==> config.mk <==
export PLATFORM = sky130hd
export DESIGN_NAME = pe256_index_decoder
export DESIGN_NICKNAME = d
export VERILOG_FILES = /design/src/rtl/pe256_index_decoder.sv
export SDC_FILE = /design/constraint.sdc
export NUM_CORES = 1
export LEC_CHECK = 0
export ABC_AREA = 1
export ABC_CLOCK_PERIOD_IN_PS = 2200
export CAP_MARGIN = 10
export CORE_UTILIZATION = 54
export CTS_CLUSTER_SIZE = 28
export DETAILED_ROUTE_END_ITERATION = 6
export PLACE_DENSITY = 0.82
export SYNTH_ARGS = -nofsm -noshare
export SYNTH_HDL_FRONTEND = slang
export SYNTH_SLANG_ARGS = --single-unit
==> constraint.sdc <==
create_clock -name clk_i -period 2.2 [get_ports clk_i]
set_input_delay 0.33 -clock clk_i [delete_from_list [all_inputs] [get_ports clk_i]]
set_output_delay 0.33 -clock clk_i [all_outputs]
set_load 0.01 [all_outputs]
==> src/rtl/pe256_index_decoder.sv <==
// pe256_index_decoder: builds an N-bit request bitmap from set/clear index words and hands it off via valid/ready
//   clk_i        rising-edge clock
//   rst_ni       asynchronous active-low reset
//   in_valid_i   index word offered; accepted only while in_ready_o is high
//   in_ready_o   high in ACCUM only
//   in_idx_i     bit position to modify
//   in_set_i     1 sets the bit, 0 clears it
//   in_last_i    final index of the frame
//   out_valid_o  out_d_o holds a completed frame (HOLD)
//   out_ready_i  downstream consumes the frame
//   out_d_o      registered bitmap
//   out_count_o  population count of out_d_o
//   dup_o        pulse after an accept that did not change its bit
module pe256_index_decoder #(
  parameter int N = 256,
  parameter int W = 8
) (
  input  logic         clk_i,
  input  logic         rst_ni,
  input  logic         in_valid_i,
  output logic         in_ready_o,
  input  logic [W-1:0] in_idx_i,
  input  logic         in_set_i,
  input  logic         in_last_i,
  output logic         out_valid_o,
  input  logic         out_ready_i,
  output logic [N-1:0] out_d_o,
  output logic [W:0]   out_count_o,
  output logic         dup_o
);
  typedef enum logic {ACCUM, HOLD} state_t;
  localparam logic [W:0] ONE = 1;
  state_t state_q, state_d;
  logic [N-1:0] bitmap_q, bitmap_d;
  logic [W:0] count_q, count_d;
  logic dup_q, dup_d;
  logic acc, cur;
  assign acc = in_valid_i && state_q == ACCUM;
  assign cur = bitmap_q[in_idx_i];
  always_comb begin
    state_d = state_q;
    bitmap_d = bitmap_q;
    count_d = count_q;
    dup_d = 1'b0;
    if (acc) begin
      bitmap_d[in_idx_i] = in_set_i;
      dup_d = cur == in_set_i;
      // count only moves when the bit actually flips
      count_d = dup_d ? count_q : in_set_i ? count_q + ONE : count_q - ONE;
      state_d = in_last_i ? HOLD : ACCUM;
    end
    if (state_q == HOLD && out_ready_i) begin
      state_d = ACCUM;
      bitmap_d = '0;
      count_d = '0;
    end
  end
  always_ff @(posedge clk_i or negedge rst_ni) begin
    if (!rst_ni) begin
      state_q <= ACCUM;
      bitmap_q <= '0;
      count_q <= '0;
      dup_q <= 1'b0;
    end else begin
      state_q <= state_d;
      bitmap_q <= bitmap_d;
      count_q <= count_d;
      dup_q <= dup_d;
    end
  end
  assign in_ready_o = state_q == ACCUM;
  assign out_valid_o = state_q == HOLD;
  assign out_d_o = bitmap_q;
  assign out_count_o = count_q;
  assign dup_o = dup_q;
endmodule

======== Yosys cells after proc, flatten, opt, wreduce, memory -nomap -nowiden ========
Index checks and enable logic that the tools add are counted.
word-level totals
  flip-flop bits (word level) ............. 267
operators by class
  $add $sub $neg .......................... 2
  $lt $le $gt $ge ......................... 2
  equality and inequality tests ........... 2
  multiplexer cells ....................... 15
  bitwise gates (word level) .............. 1
  reduce and logical (&&, ||, !) cells .... 5
operators with widths
  cell                                                               number
  2-to-1 mux 256 bit                                                 2
  bitwise mux 256 bit                                                1
  2-to-1 mux 9 bit                                                   4
  adder 9 x 1 -> 9 bit, second input constant                        1
  less-than comparator 8 x 9 -> 1 bit, second input constant         1
  subtractor 9 x 1 -> 9 bit, second input constant                   1
  binary-select mux 1 bit (select 8 bit)                             1
  demux 1 bit (select 8 bit)                                         1
  greater-or-equal comparator 8 x 1 -> 1 bit, second input constant  1
  2-to-1 mux 1 bit                                                   6
  logical AND 1 bit                                                  3
  != test 2 x 1 -> 1 bit, second input constant                      1
  AND reduction 2 bit                                                1
  nonzero test 2 bit                                                 1
  equality test 1 bit                                                1
  NOT 1 bit                                                          1

======== Longest topological paths before layout ========
Gate-level depths: netlist of the first run.
  word-level depth ........................ 7
  gate-level depth with buffers ........... 20
  depth with buffers taken out ............ 18

======== Worst setup path before layout of the first run ========
Ideal clock, no wire load.
  path type ............................... input port to flip-flop
  start ................................... input port in_set_i
  end ..................................... register count_q[7] (netlist: out_count_o[7])
  library setup time ...................... 0.118 ns
  arrival ................................. 1.974 ns
  required time ........................... 2.082 ns
  slack ................................... 0.108 ns
  cell stages on the path ................. 13
  buffers on the path ..................... 0
  path through ............................ inv_1 -> ha_1 -> a21oi_1 -> nand2_1 -> nand2_1 -> nand2_1 -> a21oi_1 -> inv_1 -> a21oi_1 -> o21bai_1 -> or2_2 -> nand4_1 -> nand2_1
between the ends
  longest elaborated chain between the ends .. 4
  elaborated cells on any way between the ends .. 7
  those cells by class .................... 2 x eq/ne; 4 x mux; 1 x reduce/logical
ends and longest elaborated chain
  what                            line  source
  start, declared                 23    input logic in_set_i,
  2-to-1 mux 9 bit (2 in series)  49    count_d = dup_d ? count_q : in_set_i ? count_q + ONE : count_q - ONE;
  2-to-1 mux 9 bit                45    if (acc) begin
  2-to-1 mux 9 bit                52    if (state_q == HOLD && out_ready_i) begin
  end signal, assigned            67    count_q <= count_d;
  end, declared                   35    logic [W:0] count_q, count_d;
Parallel ways exist; a longest one is shown, timed or not. The select of a mux whose other input is x is not followed.
A chain may end at the register's enable or synchronous reset.

======== Worst setup path in the final report of the first run ========
  start ................................... register state_q (netlist: out_valid_o)
  end ..................................... register bitmap_q[225] (netlist: out_d_o[225])
between the ends
  longest elaborated chain between the ends .. 3
  elaborated cells on any way between the ends .. 5
  those cells by class .................... 1 x mux; 1 x bitwise; 3 x reduce/logical
ends and longest elaborated chain
  what                          line  source
  start, declared               33    state_t state_q, state_d;
  start signal, assigned        65    state_q <= state_d;
  NOT 1 bit                     38    assign acc = in_valid_i && state_q == ACCUM;
  logical AND 1 bit             38
  nonzero test 2 bit (no line)  n/a
  end signal, assigned          66    bitmap_q <= bitmap_d;
  end, declared                 34    logic [N-1:0] bitmap_q, bitmap_d;
Parallel ways exist; a longest one is shown, timed or not.

==> impl_metrics.json, run 1 <==
{
  "status": "finished clean",
  "ios": 282,
  "syn_avg_cell_area_sq_um": 6.496,
  "fin_total_pwr_mw": 12.17,
  "synth_cell_type_count": 27,
  "viasPerCell": 5.620,
  "clock_latency_ns": 0.56,
  "crit_path_end_kind": "flip-flop",
  "syn-cell-area_sq_um": 15700,
  "start_util_pct": 54.85,
  "critPathKind": "reg -> reg",
  "ys_async_sr_fraction_pct": 100.0,
  "worst_hold_path_type": "in -> async",
  "synth_edf_count": 0,
  "grt_max_degree": 105,
  "cts_buffers": 29,
  "cts_buffer_depth": 3,
  "drive_gt1_share_pct": 7.984,
  "drv_cap": 0,
  "coreArea_sq_um": 28630,
  "die_w_microns": 172.5,
  "grt_pass1_vias": 16130,
  "ir_drop_v": 0.0005180,
  "period_minus_slack_ns": 2.073,
  "yosysSeqAreaShare_pct": 42.55,
  "first_pass_iters": 7,
  "post-route-period-util_pct": 94.22,
  "leakage_nw": 12.01,
  "grt_util_all_layers_pct": 37.21,
  "path_clk_slew_ns": 0.06,
  "wl_mm": 57.19,
  "wl_per_cell_microns": 18.28,
  "place.gp.congestion": 0.9383,
  "dieArea_sq_um": 29760,
  "via_count": 17580,
  "cp-start-kind": "flip-flop",
  "power_density_nw_per_um2": 586.4,
  "slowest_stage": "dfrtp_1",
  "crit_fanout": 8,
  "worstPathRequired_ns": 2.63,
  "syn_nets": 2439,
  "grt_overflow": 0,
  "fillCellCount": 2238,
  "die_h_microns": 172.5,
  "place_ws_ns": -0.5229,
  "hold_violations": 0,
  "synth_flop_cell": "dfrtp_1",
  "rows": 62,
  "syn2layout_area_growth_pct": 32.14,
  "ys_seq_elements": 267,
  "drc": 0,
  "path_buf_inv": 4,
  "hpwl_mm": 37.86,
  "ys_warn_count": 0,
  "htreeDepth": 1,
  "cts_tree": "built",
  "grt_pass1_wl_mm": 87.73,
  "cts_sinks": 267,
  "crit_arrival_ns": 2.50,
  "layout_setup_ws_ns": 0.1271,
  "drv_slew": 0,
  "postRouteAntennaNets": 0,
  "worst_pin_slew_ns": 0.5586,
  "fmax_mhz": 482.4,
  "portBuffers": 281,
  "drt_iter0_drc": 2477,
  "finClkSkew_ns": 0.01067,
  "max_slew_margin_pct": 62.76,
  "critPathMaxStageDelay_ns": 0.42,
  "syn-instance-count": 2417,
  "cts_root_buf": "clkbuf_16",
  "antenna_found_initial": 3,
  "fin_nets": 2744,
  "finalSetupViolCount": 0,
  "path_cells": "inv_1, nand2_1, inv_1, nand2_1, nor2_2, buf_4, nand2_1, o21ai_0, inv_1",
  "critical_path.top_delay_family": "buffers and inverters"
}
[registers in the layout (all words and copies together) (netlist names)]
register / flops
out_count_o: 9
out_valid_o: 1
dup_o: 1
out_d_o: 256
[power breakdown]
part | internal (mW) | switching [mW] | total [mW]
sequential | 5.03 | 0.135 | 5.17
combinational | 0.796 | 1.31 | 2.10
clock | 2.87 | 2.03 | 4.90
[final timing paths]
check                               startpoint        endpoint  slack, ns  cells after the start
worst max-delay path               out_valid_o    out_d_o[225]       0.13                      9
worst min-delay path                    rst_ni     out_d_o[28]       0.34                      2
worst max register to register     out_valid_o    out_d_o[225]       0.13                      9
min in group clk_i                   in_last_i     out_valid_o       0.34                      3
max in group asynchronous               rst_ni     out_d_o[71]       1.14                      3
worst min register to register  out_count_o[6]  out_count_o[6]       0.55                      2
[final cells by class]
cell class / instances / area (sq um) / share of cell area [%]
Antenna cell: 1 / 2.502 / 0.01206
Inverter: 346 / 1303 / 6.278
Clock buffer: 48 / 937.1 / 4.517
Multi-Input combinational cell: 1666 / 7131 / 34.37
Clock inverter: 4 / 20.02 / 0.09649
Tap cell: 384 / 480.5 / 2.316
Timing Repair Buffer: 412 / 4192 / 20.20
Sequential cell: 267 / 6683 / 32.21
[Yosys cell counts (all sizes together) (2+ instances only)]
| library cell | number | area (sq um) |
|---|---|---|
| nand3 | 20 | 100.1 |
| or2 | 2 | 12.51 |
| nand4 | 4 | 25.02 |
| nand3b | 3 | 22.52 |
| a21oi | 6 | 30.03 |
| o21ai | 412 | 2062 |
| nand2 | 1117 | 4198 |
| buf | 60 | 386.6 |
| clkinv | 2 | 7.510 |
| inv | 344 | 1291 |
| nor2 | 57 | 219.0 |
| ha | 7 | 87.58 |
| a22oi | 15 | 112.6 |
| a31oi | 15 | 93.84 |
| dfrtp | 267 | 6681 |
| clkbuf | 78 | 292.8 |
| xor2 | 4 | 35.03 |
[metrics by stage]
stage               TNS (ns)  util (%)  area (sq um)  hold WS, ns  cells
global placement      -4.887     68.52         19620       0.3184   3059
CTS                        0     71.90         20580       0.3310   3112
detailed placement    -9.774     68.52         19620       0.3174   3059
finish                     0     72.48         20750       0.3360   3128
global route        -0.01516     72.47         20740       0.3271   3127
floorplan                  0         -         15700      0.03441   2417
[layout by cell type, fill, tap and decap left out, drive strengths merged]
cell type	n
inv	343
ha	7
clkdlybuf4s50	278
or2	2
buf	133
dfrtp	267
a31oi	15
nand4	4
diode	1
clkinvlp	1
clkinv	6
a21o	1
a22oi	15
xnor2	1
o21bai	1
nand2	1117
clkbuf	48
a21oi	6
dlygate4sd3	1
nand3	20
nor2	57
o21ai	412
fa	1
xor2	4
nand3b	3
[cell families after synthesis]
| group | after synthesis | synth area share, % |
|---|---|---|
| fa+ha+maj | 8 | 0.6853 |
| compound gates | 450 | 14.73 |
| flops | 267 | 42.55 |
| buf+inv | 484 | 12.60 |
| simple gates | 1203 | 29.15 |
| xor+xnor | 5 | 0.2789 |
[routing by layer]
| layer | vias to the layer above | part of all wire (%) | global-route usage [%] |
|---|---|---|---|
| li1 | 8012 | - | - |
| met1 | 8160 | 38 | 50.22 |
| met2 | 1205 | 45 | 56.25 |
| met3 | 196 | 13 | 9.151 |
| met4 | 6 | 4.5 | 17.56 |
| met5 | - | 0.066 | 0 |
[repair_timing]
action | in CTS | in global routing
resized for setup | 0 | 20
endpoints found under the hold margin | 54 | 0
hold buffers | 1 | 0
buffers inserted | 0 | 15
endpoints found under the setup margin | 0 | 10
No activity file was read; power rests on OpenSTA's default activity.
==> run 2: changes to the inputs <==
SKIP_LAST_GASP = 1   (was not set)
==> results of run 2 <==
Same layout as run 1: the final DEF is identical, and so are final timing and power.
==> run 3: changes to the inputs <==
CORE_UTILIZATION = 25   (was 54)
PLACE_DENSITY = 0.44   (was 0.82)
SKIP_CTS_REPAIR_TIMING = 1   (was not set)
SLEW_MARGIN = 10   (was not set)
==> run 3 against run 2 <==
  * Combinational power increased by 11%
  * Sequential share of layout area is 2.5 points lower
  * Clock skew up 0.011 ns
  * Register-to-register slack hardly changed
  * Setup slack better by 0.012 ns
  * Die area up 110%
  * Final cell count up 17%
  * Total power grew 11%
  * Utilization is 36 points lower
  * Cell area up 8.3%
  * First-iteration DRC count is 48% lower
  * Largest cell class unchanged
==> impl_metrics.json, run 3 (same netlist as run 1, synthesis figures left out) <==
{
  "fin_util_pct": 36.35,
  "antenna_found_initial": 3,
  "rsz0062_at_grt": "true",
  "drt_iter0_drc": 1300,
  "dieArea_sq_um": 63810,
  "path_clk_slew_ns": 0.06,
  "coreArea_sq_um": 61830,
  "finalSetupViolCount": 0,
  "met2_length_mm": 32.34,
  "cts_root_buf": "clkbuf_16",
  "grt_pass1_vias": 16060,
  "fin_nets": 2830,
  "clock_latency_ns": 0.56,
  "path_buf_inv": 2,
  "grt_overflow": 0,
  "crit_fanout": 8,
  "crit_path_end_kind": "flip-flop",
  "grt_util_all_layers_pct": 22.05,
  "slowest_stage": "dfrtp_1",
  "die_h_microns": 252.6,
  "wl_met3_mm": 3.972,
  "critical_path.top_delay_family": "simple AND/OR/NAND/NOR gates",
  "cts_tree": "built",
  "postRouteAntennaNets": 0,
  "ios": 282,
  "status": "finished clean",
  "fmax_mhz": 485.2,
  "drv_slew": 0,
  "rows": 91,
  "diodes": 0,
  "portBuffers": 281,
  "path_cells": "inv_1, o21ai_0, nand2_1, nand2_1, nand2_1, nand2_1, o21ai_0, nand2_1, nor2_1, nor2_1, nor2_2, nand2_1, nand2_2, nand2_4, buf_6, nand4_1, nand2_1",
  "drv_cap": 0,
  "leakage_nw": 12.63,
  "period_minus_slack_ns": 2.061,
  "hold_violations": 0,
  "fin_total_pwr_mw": 13.51,
  "cp-start-kind": "flip-flop",
  "syn2layout_area_growth_pct": 43.15,
  "crit_arrival_ns": 2.49,
  "post-route-period-util_pct": 93.68,
  "hpwl_mm": 48.74,
  "drive_gt1_share_pct": 11.36,
  "grt_pass1_wl_mm": 105.2,
  "worst_hold_path_type": "in -> async",
  "largest_register_ffs": 256,
  "wl_mm": 70.89,
  "start_util_pct": 25.40,
  "finClkSkew_ns": 0.02181,
  "critPathMaxStageDelay_ns": 0.44,
  "top_layer_used": "met5",
  "cts_buffer_depth": 3,
  "final_common_cell": "nand2_1",
  "worstPathRequired_ns": 2.63,
  "cts_sinks": 267,
  "htreeDepth": 2,
  "die_w_microns": 252.6,
  "mostFrequentLayoutCells": "nand2_1, o21ai_0, inv_1, clkdlybuf4s50_1, dfrtp_1",
  "cts_buffers": 37,
  "grt_max_degree": 106,
  "drc": 0,
  "wl_per_cell_microns": 19.31,
  "max_slew_margin_pct": 57.55,
  "via_count": 16860,
  "dp_cells": 3579,
  "ir_drop_v": 0.0004333,
  "first_pass_iters": 5,
  "critPathKind": "reg -> reg",
  "drt-met1-wl_mm": 32.91,
  "power_density_nw_per_um2": 601.2,
  "finalNonFillerCells": 3671,
  "worst_pin_slew_ns": 0.6367,
  "crit_path_frequent_cell": "nand2_1",
  "place.gp.congestion": 0.8624,
  "viasPerCell": 4.593
}
[run 3: layer usage]
| metal | GRT usage [%] | vias up |
|---|---|---|
| met5 | 0 | - |
| met3 | 2.636 | 93 |
| met1 | 31.38 | 8032 |
| met2 | 35.07 | 568 |
| met4 | 5.853 | 2 |
| li1 | - | 8165 |
[run 3: final timing paths]
kind,slack [ns],start,cells past startpoint,to
hold / removal,0.25,rst_ni,2,out_d_o[29]
setup reg to reg,0.14,out_d_o[52],17,out_count_o[7]
min in group clk_i,0.36,in_last_i,3,out_valid_o
hold reg to reg,0.57,out_count_o[3],2,out_count_o[3]
setup / recovery,0.14,out_d_o[52],17,out_count_o[7]
max in group asynchronous,1.25,rst_ni,3,out_d_o[156]
[run 3: report_power, final]
| group | total, mW | internal, mW | switching [mW] |
|---|---|---|---|
| combinational | 2.33 | 0.900 | 1.43 |
| sequential | 5.17 | 5.03 | 0.133 |
| clock | 6.02 | 3.60 | 2.41 |
[run 3: layout make-up]
cell class	instances	area, sq um
Timing Repair Buffer	490	5061
Fill cell	6552	39350
Sequential cell	267	6683
Tap cell	837	1047
Inverter	346	1306
Clock buffer	59	1161
Clock inverter	6	33.78
Multi-Input combinational cell	1666	7184
[run 3: per-stage QoR]
| step | worst slack (ns) | hold WS (ns) | instance area [sq um] | TNS [ns] |
|---|---|---|---|---|
| after floorplan | 0.1080 | 0.03441 | 15700 | 0 |
| after global routing | -0.06271 | 0.2618 | 22480 | -0.4288 |
| after CTS | 0.03137 | -0.3673 | 22170 | 0 |
| after detailed placement | -0.5491 | 0.2208 | 20980 | -21.50 |
| final | 0.1391 | 0.2479 | 22480 | 0 |
| after global placement | -0.4941 | 0.2228 | 20980 | -17.14 |
